===== config.mk =====
export PLATFORM = sky130hd
export DESIGN_NAME = apex7_eval_sched
export DESIGN_NICKNAME = d
export VERILOG_FILES = /design/src/rtl/apex7_eval_sched.sv
export SDC_FILE = /design/constraint.sdc
export NUM_CORES = 1
export LEC_CHECK = 0
export BUFFER_PORTS_ARGS = -buffer_cell sky130_fd_sc_hd__buf_4
export CORE_AREA = 5 5 125 127
export DETAILED_ROUTE_END_ITERATION = 7
export DIE_AREA = 0 0 130 132
export GPL_ROUTABILITY_DRIVEN = 0
export PLACE_DENSITY = 0.68
export SETUP_SLACK_MARGIN = 0.2
export SLEW_MARGIN = 20
export SYNTH_ARGS = -nofsm -noshare
export SYNTH_HDL_FRONTEND = slang
export SYNTH_SLANG_ARGS = --single-unit

===== constraint.sdc =====
create_clock -name clk -period 2.4 [get_ports clk]
set_clock_uncertainty 0.05 [all_clocks]
set_input_delay 0.48 -clock clk [delete_from_list [all_inputs] [get_ports clk]]
set_output_delay 0.48 -clock clk [all_outputs]
set_load 0.1 [all_outputs]

===== src/rtl/apex7_eval_sched.sv =====
// apex7_eval_sched: round-robin scheduler time-sharing one combinational apex7 netlist.
// Define APEX7_SIG_EN to add a response-signature MISR with sig_clr/sig ports.
module apex7_eval_sched #(
  parameter int NREQ   = 4,
  parameter int PI_W   = 49,
  parameter int PO_W   = 37,
  parameter int SETTLE = 2
) (
  input  logic                     clk,
  input  logic                     rst,
  input  logic [NREQ-1:0]          req_valid,
  output logic [NREQ-1:0]          req_ready,
  input  logic [NREQ*PI_W-1:0]     req_pi,
  output logic [PI_W-1:0]          dut_pi,
  input  logic [PO_W-1:0]          dut_po,
  output logic                     rsp_valid,
  input  logic                     rsp_ready,
  output logic [PO_W-1:0]          rsp_po,
  output logic [$clog2(NREQ)-1:0]  rsp_id,
  output logic                     busy
`ifdef APEX7_SIG_EN
  ,
  input  logic                     sig_clr,
  output logic [PO_W-1:0]          sig
`endif
);

  localparam int IDW = $clog2(NREQ);

  generate
    if (SETTLE < 0 || SETTLE > 15) begin : g_bad_settle
      $error("apex7_eval_sched: SETTLE must be in 0..15");
    end
  endgenerate

  typedef enum logic [1:0] {
    S_IDLE,
    S_SETTLE,
    S_RESP
  } state_t;

  state_t              r_state;
  logic [IDW-1:0]      r_rr_ptr;
  logic [3:0]          r_cnt;
  logic [PI_W-1:0]     r_dut_pi;
  logic                r_rsp_valid;
  logic [PO_W-1:0]     r_rsp_po;
  logic [IDW-1:0]      r_rsp_id;

  logic [2*NREQ-1:0]   w_dbl;
  logic                w_found;
  logic [IDW:0]        w_sum;
  logic [IDW-1:0]      w_winner;
  logic [IDW-1:0]      w_rr_next;
  logic [PI_W-1:0]     w_sel_pi;
  logic                w_accept;
  logic                w_rsp_hs;

  // Rotate requests so bit k is requester (rr_ptr+k) mod NREQ; first set bit wins.
  always_comb begin
    w_dbl    = {req_valid, req_valid} >> r_rr_ptr;
    w_found  = 1'b0;
    w_sum    = '0;
    w_winner = '0;
    for (int unsigned k = 0; k < NREQ; k++) begin
      if (!w_found && w_dbl[k]) begin
        w_found  = 1'b1;
        w_sum    = {1'b0, r_rr_ptr} + (IDW+1)'(k);
        if (w_sum >= (IDW+1)'(NREQ)) begin
          w_sum = w_sum - (IDW+1)'(NREQ);
        end
        w_winner = w_sum[IDW-1:0];
      end
    end
  end

  always_comb begin
    w_rr_next = (w_winner == IDW'(NREQ - 1)) ? '0 : w_winner + 1'b1;
    w_sel_pi  = req_pi[w_winner*PI_W +: PI_W];
    w_accept  = (r_state == S_IDLE) && w_found;
    w_rsp_hs  = r_rsp_valid && rsp_ready;
  end

  always_comb begin
    req_ready = '0;
    if (!rst && w_accept) begin
      req_ready[w_winner] = 1'b1;
    end
  end

  always_ff @(posedge clk) begin
    if (rst) begin
      r_state     <= S_IDLE;
      r_rr_ptr    <= '0;
      r_cnt       <= '0;
      r_dut_pi    <= '0;
      r_rsp_valid <= 1'b0;
      r_rsp_po    <= '0;
      r_rsp_id    <= '0;
    end else begin
      case (r_state)
        S_IDLE: begin
          if (w_accept) begin
            r_dut_pi <= w_sel_pi;
            r_rsp_id <= w_winner;
            r_rr_ptr <= w_rr_next;
            r_cnt    <= 4'(SETTLE);
            r_state  <= S_SETTLE;
          end
        end
        S_SETTLE: begin
          if (r_cnt != 4'd0) begin
            r_cnt <= r_cnt - 4'd1;
          end else begin
            r_rsp_po    <= dut_po;
            r_rsp_valid <= 1'b1;
            r_state     <= S_RESP;
          end
        end
        S_RESP: begin
          if (w_rsp_hs) begin
            r_rsp_valid <= 1'b0;
            r_state     <= S_IDLE;
          end
        end
        default: r_state <= S_IDLE;
      endcase
    end
  end

  assign dut_pi    = r_dut_pi;
  assign rsp_valid = r_rsp_valid;
  assign rsp_po    = r_rsp_po;
  assign rsp_id    = r_rsp_id;
  assign busy      = (r_state != S_IDLE);

`ifdef APEX7_SIG_EN
  logic [PO_W-1:0] r_sig;

  // Clear wins over a same-cycle handshake update.
  always_ff @(posedge clk) begin
    if (rst || sig_clr) begin
      r_sig <= '0;
    end else if (w_rsp_hs) begin
      r_sig <= {r_sig[PO_W-2:0], r_sig[PO_W-1] ^ r_sig[PO_W-3]} ^ r_rsp_po;
    end
  end

  assign sig = r_sig;
`endif

endmodule


Word-level counts from Yosys, hierarchy flattened:

Cells that the tools add are included.

* add/sub/neg operators: 9
* multiply operators: 1
* magnitude comparators: 6
* equal/unequal tests: 7
* shifts and indexed selects: 2
* muxes and demuxes: 26
* bitwise logic cells: 1
* reduce and logical (&&, ||, !) cells: 21

Operator list (number)
* $shiftx 196x9->49: 1
* $mux 2: 12
* $mux 4: 3
* $ge 3x3->1 const B: 3
* $reduce_and 3->1: 3
* $mul 2x6->8 const B: 1
* $ne 2x2->1 const B: 4
* $pmux 4 s2: 1
* $shr 8x2->4: 1
* $sub 2x1->2 const B: 4
* $logic_and 1x1->1: 7
* $mux 1: 7
* $add 2x2->3 const B: 2
* $pmux 2 s3: 1
* $reduce_bool 2->1: 3
* $eq 2x2->1 const B: 2
* $logic_not 1->1: 4
* $reduce_and 2->1: 2
* $reduce_bool 4->1: 1
* $sub 4x1->4 const B: 1
* $add 2x1->3 const B: 1
* $ge 2x3->1 const B: 1
* $lt 2x3->1 const B: 1
* $add 2x1->2 const B: 1
* other kinds (6): 6

* bits in registers: 97
* input bits: 240
* output and inout port bits: 94

Logic depth before layout (Yosys ltp):

* word-level depth: 16
* gate-level depth with buffers: 9

Worst setup path before layout:

OpenSTA, ideal clock, no wires.

* path kind: reg-to-output
* from: register r_state[1]
* to: output req_ready[2]
* data arrival time: 3.145 ns
* setup slack: -1.275 ns
* stages on the path, launching flop included: 7
* buffers on the path: 2
* path through: dfxtp_1 or2_0 clkbuf_1 nor3_1 o211ai_1 clkbuf_1 nor2_1

* longest elaborated chain between the ends: 4

Ends and longest elaborated chain
* start, declared: line 42 `state_t r_state;`
* start signal, assigned: line 93 `r_state <= S_IDLE;`
* start signal, assigned: line 108 `r_state <= S_SETTLE;`
* start signal, assigned: line 117 `r_state <= S_RESP;`
* $logic_not 2->1: line 80 `w_accept = (r_state == S_IDLE) && w_found;`
* $logic_and 1x1->1: line 80
* $logic_and 1x1->1: line 86 `if (!rst && w_accept) begin`
* $mux 4: line 86
* end, declared: line 12 `output logic [NREQ-1:0] req_ready,`

No other way between the ends.

Final worst setup path:

* from: register r_rr_ptr[0]
* to: output req_ready[3]

* longest elaborated chain between the ends: 16
* elaborated cells on any way between the ends: 38

Ends and longest elaborated chain
* start, declared: line 43 `logic [IDW-1:0] r_rr_ptr;`
* start signal, assigned: line 106 `r_rr_ptr <= w_rr_next;`
* branches (longest 15 deep; another with $add 2x1->3)
* $mux 4 (*): line 86

Every way passes the cells marked *.

==> metrics list <==
- DR iter-0 viols: 258
- Antenna violation net count after detailed routing: 0
* Post-Route WL: 20480 um
- Clock Tree Root: sky130_fd_sc_hd__clkbuf_16
- For this run, the top clock speed supported by timing is 0.4075 GHz.
- Setup violations remaining at the end of the flow were counted as 2.
- Total chip power: 12.65 mW
- Global Route Usage Sum: 0.2256
* Half-perimeter wire length after placement: 15100 um
- Of the cells placed in the final design, the portion with a size suffix greater than 1 is 0.5000.
* Seq cells post-synth: 97
- The critical path crosses 8 cells after its start point.
- Violations in the final reports: setup timing
- Cell family with most CP delay: simple AND/OR/NAND/NOR gates
- Endpoint of the worst-slack reg-to-reg timing path: dut_pi[29]
- Part of the Yosys area used for sequential elements: 0.3902
* Multi-input gate area in the final layout: 0.002899 mm2
- The worst pin sits at a relative slew slack of 0.3545.
- The critical path in this run is classified as reg2out.
- Cell accounting for the most synthesized area: sky130_fd_sc_hd__dfxtp_1
- The number of antenna diodes in the final layout is 0.
- Finished Cell Area: 0.008376 mm2
* Num Clock Sinks: 97
- The critical path ends at req_ready[3].
* Slew at the pin with the worst max-slew slack: 0.9660 ns
- First element of the critical path: r_rr_ptr[0]
- FF-to-FF Start: r_rr_ptr[0]
- 334 I/O pins were placed.
* Cell Chain, Critical Path: and2b_1 -> buf_6 -> nor4b_4 -> nor2_4 -> inv_2 -> ha_4 -> and2_4 -> buf_12
- Setup repair after global routing could not meet its margin everywhere.
* Buffers and inverters on the worst path: 3
- Drt via density: 5.229
* Vias after detailed routing: 5783
- STA classifies the critical path endpoint as an output port.
* First-pass GRT wire length: 30660 um
* Die area: 0.01716 mm2
* Worst reg-to-reg path cell count: 9
* Post-Synthesis Cells: 592
* # rows: 44
- In the final design database the tool counted 1159 nets.
- Avg Cell Area, Syn: 8.405 um2
* Final core utilization: 0.5851
* Highest-count cells in the layout ignoring fill and taps: sky130_fd_sc_hd__buf_4 (358), sky130_fd_sc_hd__nand2_1 (95), sky130_fd_sc_hd__dfxtp_1 (95)
* Clk Latency, worst-skew pair: 0.35 ns
- Starting density of the core: 0.3476
* TritonCTS clock tree: built
- For this design the static power due to leakage is 3.864 nW.
- Across all register-to-register paths, the minimum setup slack is 0.16 ns.
- The number of nets handed over by synthesis was 834.
* Number of CTS-inserted buffers: 9
- The pre-antenna-repair detailed-routing pass consisted of 5 iterations.
- Number of global-route vias before repair: 5537
- Number of library cell types mapped by synthesis: 41
- The area growth from synthesis to layout is 68.32%.
- Run status: finished, violations left
* Yosys warning count: 0
- The number of hold violations in the final report is 0.
* Remaining global-route overflow: 0
- Max Root-Sink Buffers: 2
* Max H-tree Level: 3
- Class of the tightest hold or removal check: in2reg
- Detailed-route wire length per cell: 18.52 um
- Data arrives at the worst endpoint at 1.92 ns.
- Height of the die: 132 um
* Final Cycle Share: 1.023
- Among all stages on the critical path, the largest delay is contributed by sky130_fd_sc_hd__dfxtp_2.
- VDD sags by at most 0.9342 mV.
* Leading cell type in the layout, fill and taps excluded: sky130_fd_sc_hd__buf_4
- Area taken by flip-flops and latches: 0.001944 mm2
- Clock-pin slew was measured on the worst setup and hold paths at 0.07 ns.
* Filler cell count: 1359
- Max-cap violations in this run came to 0.
* Tightest hold margin: 0.3188 ns
- Width of the chip: 130 um
* Top cells by area, synth: sky130_fd_sc_hd__dfxtp_1 (39%), sky130_fd_sc_hd__a21oi_1 (7.9%), sky130_fd_sc_hd__a221o_1 (7.4%), sky130_fd_sc_hd__nand2_1 (7.2%), sky130_fd_sc_hd__mux2_4 (5.7%)
- Portion of synthesized cell area occupied by the leading cell type: 0.3902
- Final Slew Violations: 0
* Post-route minimum period: 2.454 ns
- At the worst endpoint, the required time is 1.87 ns.
- Entering global routing, the biggest net connects 51 pins.
- Once placement finished, the instance area stood at 0.007834 mm2.
* Pwr dens: 1510 mW/mm2
* Syn Std Cell Area: 0.004976 mm2
- Port Buffer Count: 333
- In the routed design, unresolved DRC markers number 0.
- Fin worst setup slack: -0.05410 ns
* Slowest Stage Delay on Critical Path: 0.33 ns
- The initial antenna violation count is 0.
* Crit start category: flop
- Before CTS, the worst setup slack after placement is -0.1542 ns.
- The core region is 0.01431 mm2.
- Largest fanout on the critical path: 4
logic make-up after synthesis:
kind of cell	synth area share
buf+inv	0.05959
mux	0.1001
fa+ha+maj	0.005028
compound gates	0.2555
xor+xnor	0.003521
flops	0.3902
simple gates	0.1861
final cells by class:
class | count | area share
multi-input combinational | 432 | 0.3461
inverter | 4 | 0.001793
clock inverter | 6 | 0.009411
clock buffer | 10 | 0.02853
timing repair buffer | 373 | 0.3545
tap | 184 | 0.02749
sequential | 97 | 0.2321
per-stage QoR:
step / std cells / TNS [ns]
2_1_floorplan: 592 / 0
3_3_place_gp: 1080 / -1.845
3_5_place_dp: 1080 / -2.832
4_1_cts: 1102 / -0.1364
5_1_grt: 1106 / -0.2782
6_report: 1106 / -0.09096
registers in the layout, indices dropped and copies added, names as in the netlist:
signal and count:
dut_pi 49, r_cnt 4, rsp_po 37, rsp_valid 1
r_state 2, rsp_id 2, r_rr_ptr 2
how the worst min path moves through the flow:
stage                from          to  slack (ns)  cells after the start
2_1_floorplan    r_cnt[1]    r_cnt[1]        0.40                      2
3_3_place_gp    rsp_id[1]   rsp_id[1]        0.38                      2
3_5_place_dp    rsp_id[1]   rsp_id[1]        0.39                      2
4_1_cts         dut_po[0]   rsp_po[0]        0.30                      3
5_1_grt        dut_po[24]  rsp_po[24]        0.30                      3
6_report       dut_po[31]  rsp_po[31]        0.32                      3
cells in the mapped netlist:
master / n
sky130_fd_sc_hd__a221o_1: 37
sky130_fd_sc_hd__a211oi_1: 25
sky130_fd_sc_hd__and2b_1: 1
sky130_fd_sc_hd__nor4_2: 2
sky130_fd_sc_hd__or4b_1: 1
sky130_fd_sc_hd__nor2_1: 12
sky130_fd_sc_hd__nand2b_1: 1
sky130_fd_sc_hd__o31ai_1: 12
sky130_fd_sc_hd__or3_1: 1
sky130_fd_sc_hd__mux2i_1: 1
sky130_fd_sc_hd__o211ai_1: 1
sky130_fd_sc_hd__buf_6: 6
sky130_fd_sc_hd__or4_1: 1
sky130_fd_sc_hd__nor3b_1: 1
sky130_fd_sc_hd__buf_2: 12
sky130_fd_sc_hd__nand3_1: 37
sky130_fd_sc_hd__a211o_1: 1
sky130_fd_sc_hd__clkbuf_1: 35
sky130_fd_sc_hd__nor2b_1: 6
sky130_fd_sc_hd__o21ai_0: 38
sky130_fd_sc_hd__ha_1: 2
sky130_fd_sc_hd__nor4_1: 1
sky130_fd_sc_hd__or2_0: 1
sky130_fd_sc_hd__and3_1: 24
sky130_fd_sc_hd__a21oi_1: 79
sky130_fd_sc_hd__buf_1: 6
sky130_fd_sc_hd__mux2_4: 19
sky130_fd_sc_hd__nor4b_2: 1
sky130_fd_sc_hd__o22a_1: 1
sky130_fd_sc_hd__nor2_4: 1
sky130_fd_sc_hd__and2_1: 2
sky130_fd_sc_hd__xnor2_1: 2
sky130_fd_sc_hd__o21ai_1: 1
sky130_fd_sc_hd__nor3_1: 4
sky130_fd_sc_hd__mux2_2: 18
sky130_fd_sc_hd__dfxtp_1: 97
sky130_fd_sc_hd__nor2_2: 1
sky130_fd_sc_hd__a21o_1: 1
sky130_fd_sc_hd__nand2_1: 96
sky130_fd_sc_hd__inv_1: 3
sky130_fd_sc_hd__inv_2: 1
where the power goes:
| group | internal (mW) | switching, mW | leakage [nW] |
|---|---|---|---|
| Clock | 0.862 | 0.690 | 0.158 |
| Sequential | 2.22 | 0.360 | 0.797 |
| Combinational | 2.39 | 6.12 | 2.91 |
worst register-to-register path, cell delays in order (launching register included):
cell                      delay (ns)
sky130_fd_sc_hd__dfxtp_2        0.33
sky130_fd_sc_hd__and2b_1        0.20
sky130_fd_sc_hd__buf_6          0.12
sky130_fd_sc_hd__nor4b_4        0.29
sky130_fd_sc_hd__nor2_4         0.10
sky130_fd_sc_hd__buf_4          0.14
sky130_fd_sc_hd__buf_4          0.14
sky130_fd_sc_hd__buf_16         0.16
sky130_fd_sc_hd__mux2_4         0.30
sky130_fd_sc_hd__a221o_1        0.31
timing repair:
action / 4_1_cts / 5_1_grt
pin swaps: 32 / 25
hold buffers: 0 / 0
gates resized for setup: 19 / 15
cloned: 1 / 0
setup buffers: 5 / 4
endpoints found under the setup margin: 41 / 52
routing by layer:
layer,track usage,routed length [um],up-vias
met5,0,0,-
met4,0.08025,615,0
met3,0.07253,1894,40
met2,0.3799,10230,254
met1,0.2674,7741,2683
li1,-,-,2806
No activity file was read; power rests on OpenSTA's default activity.
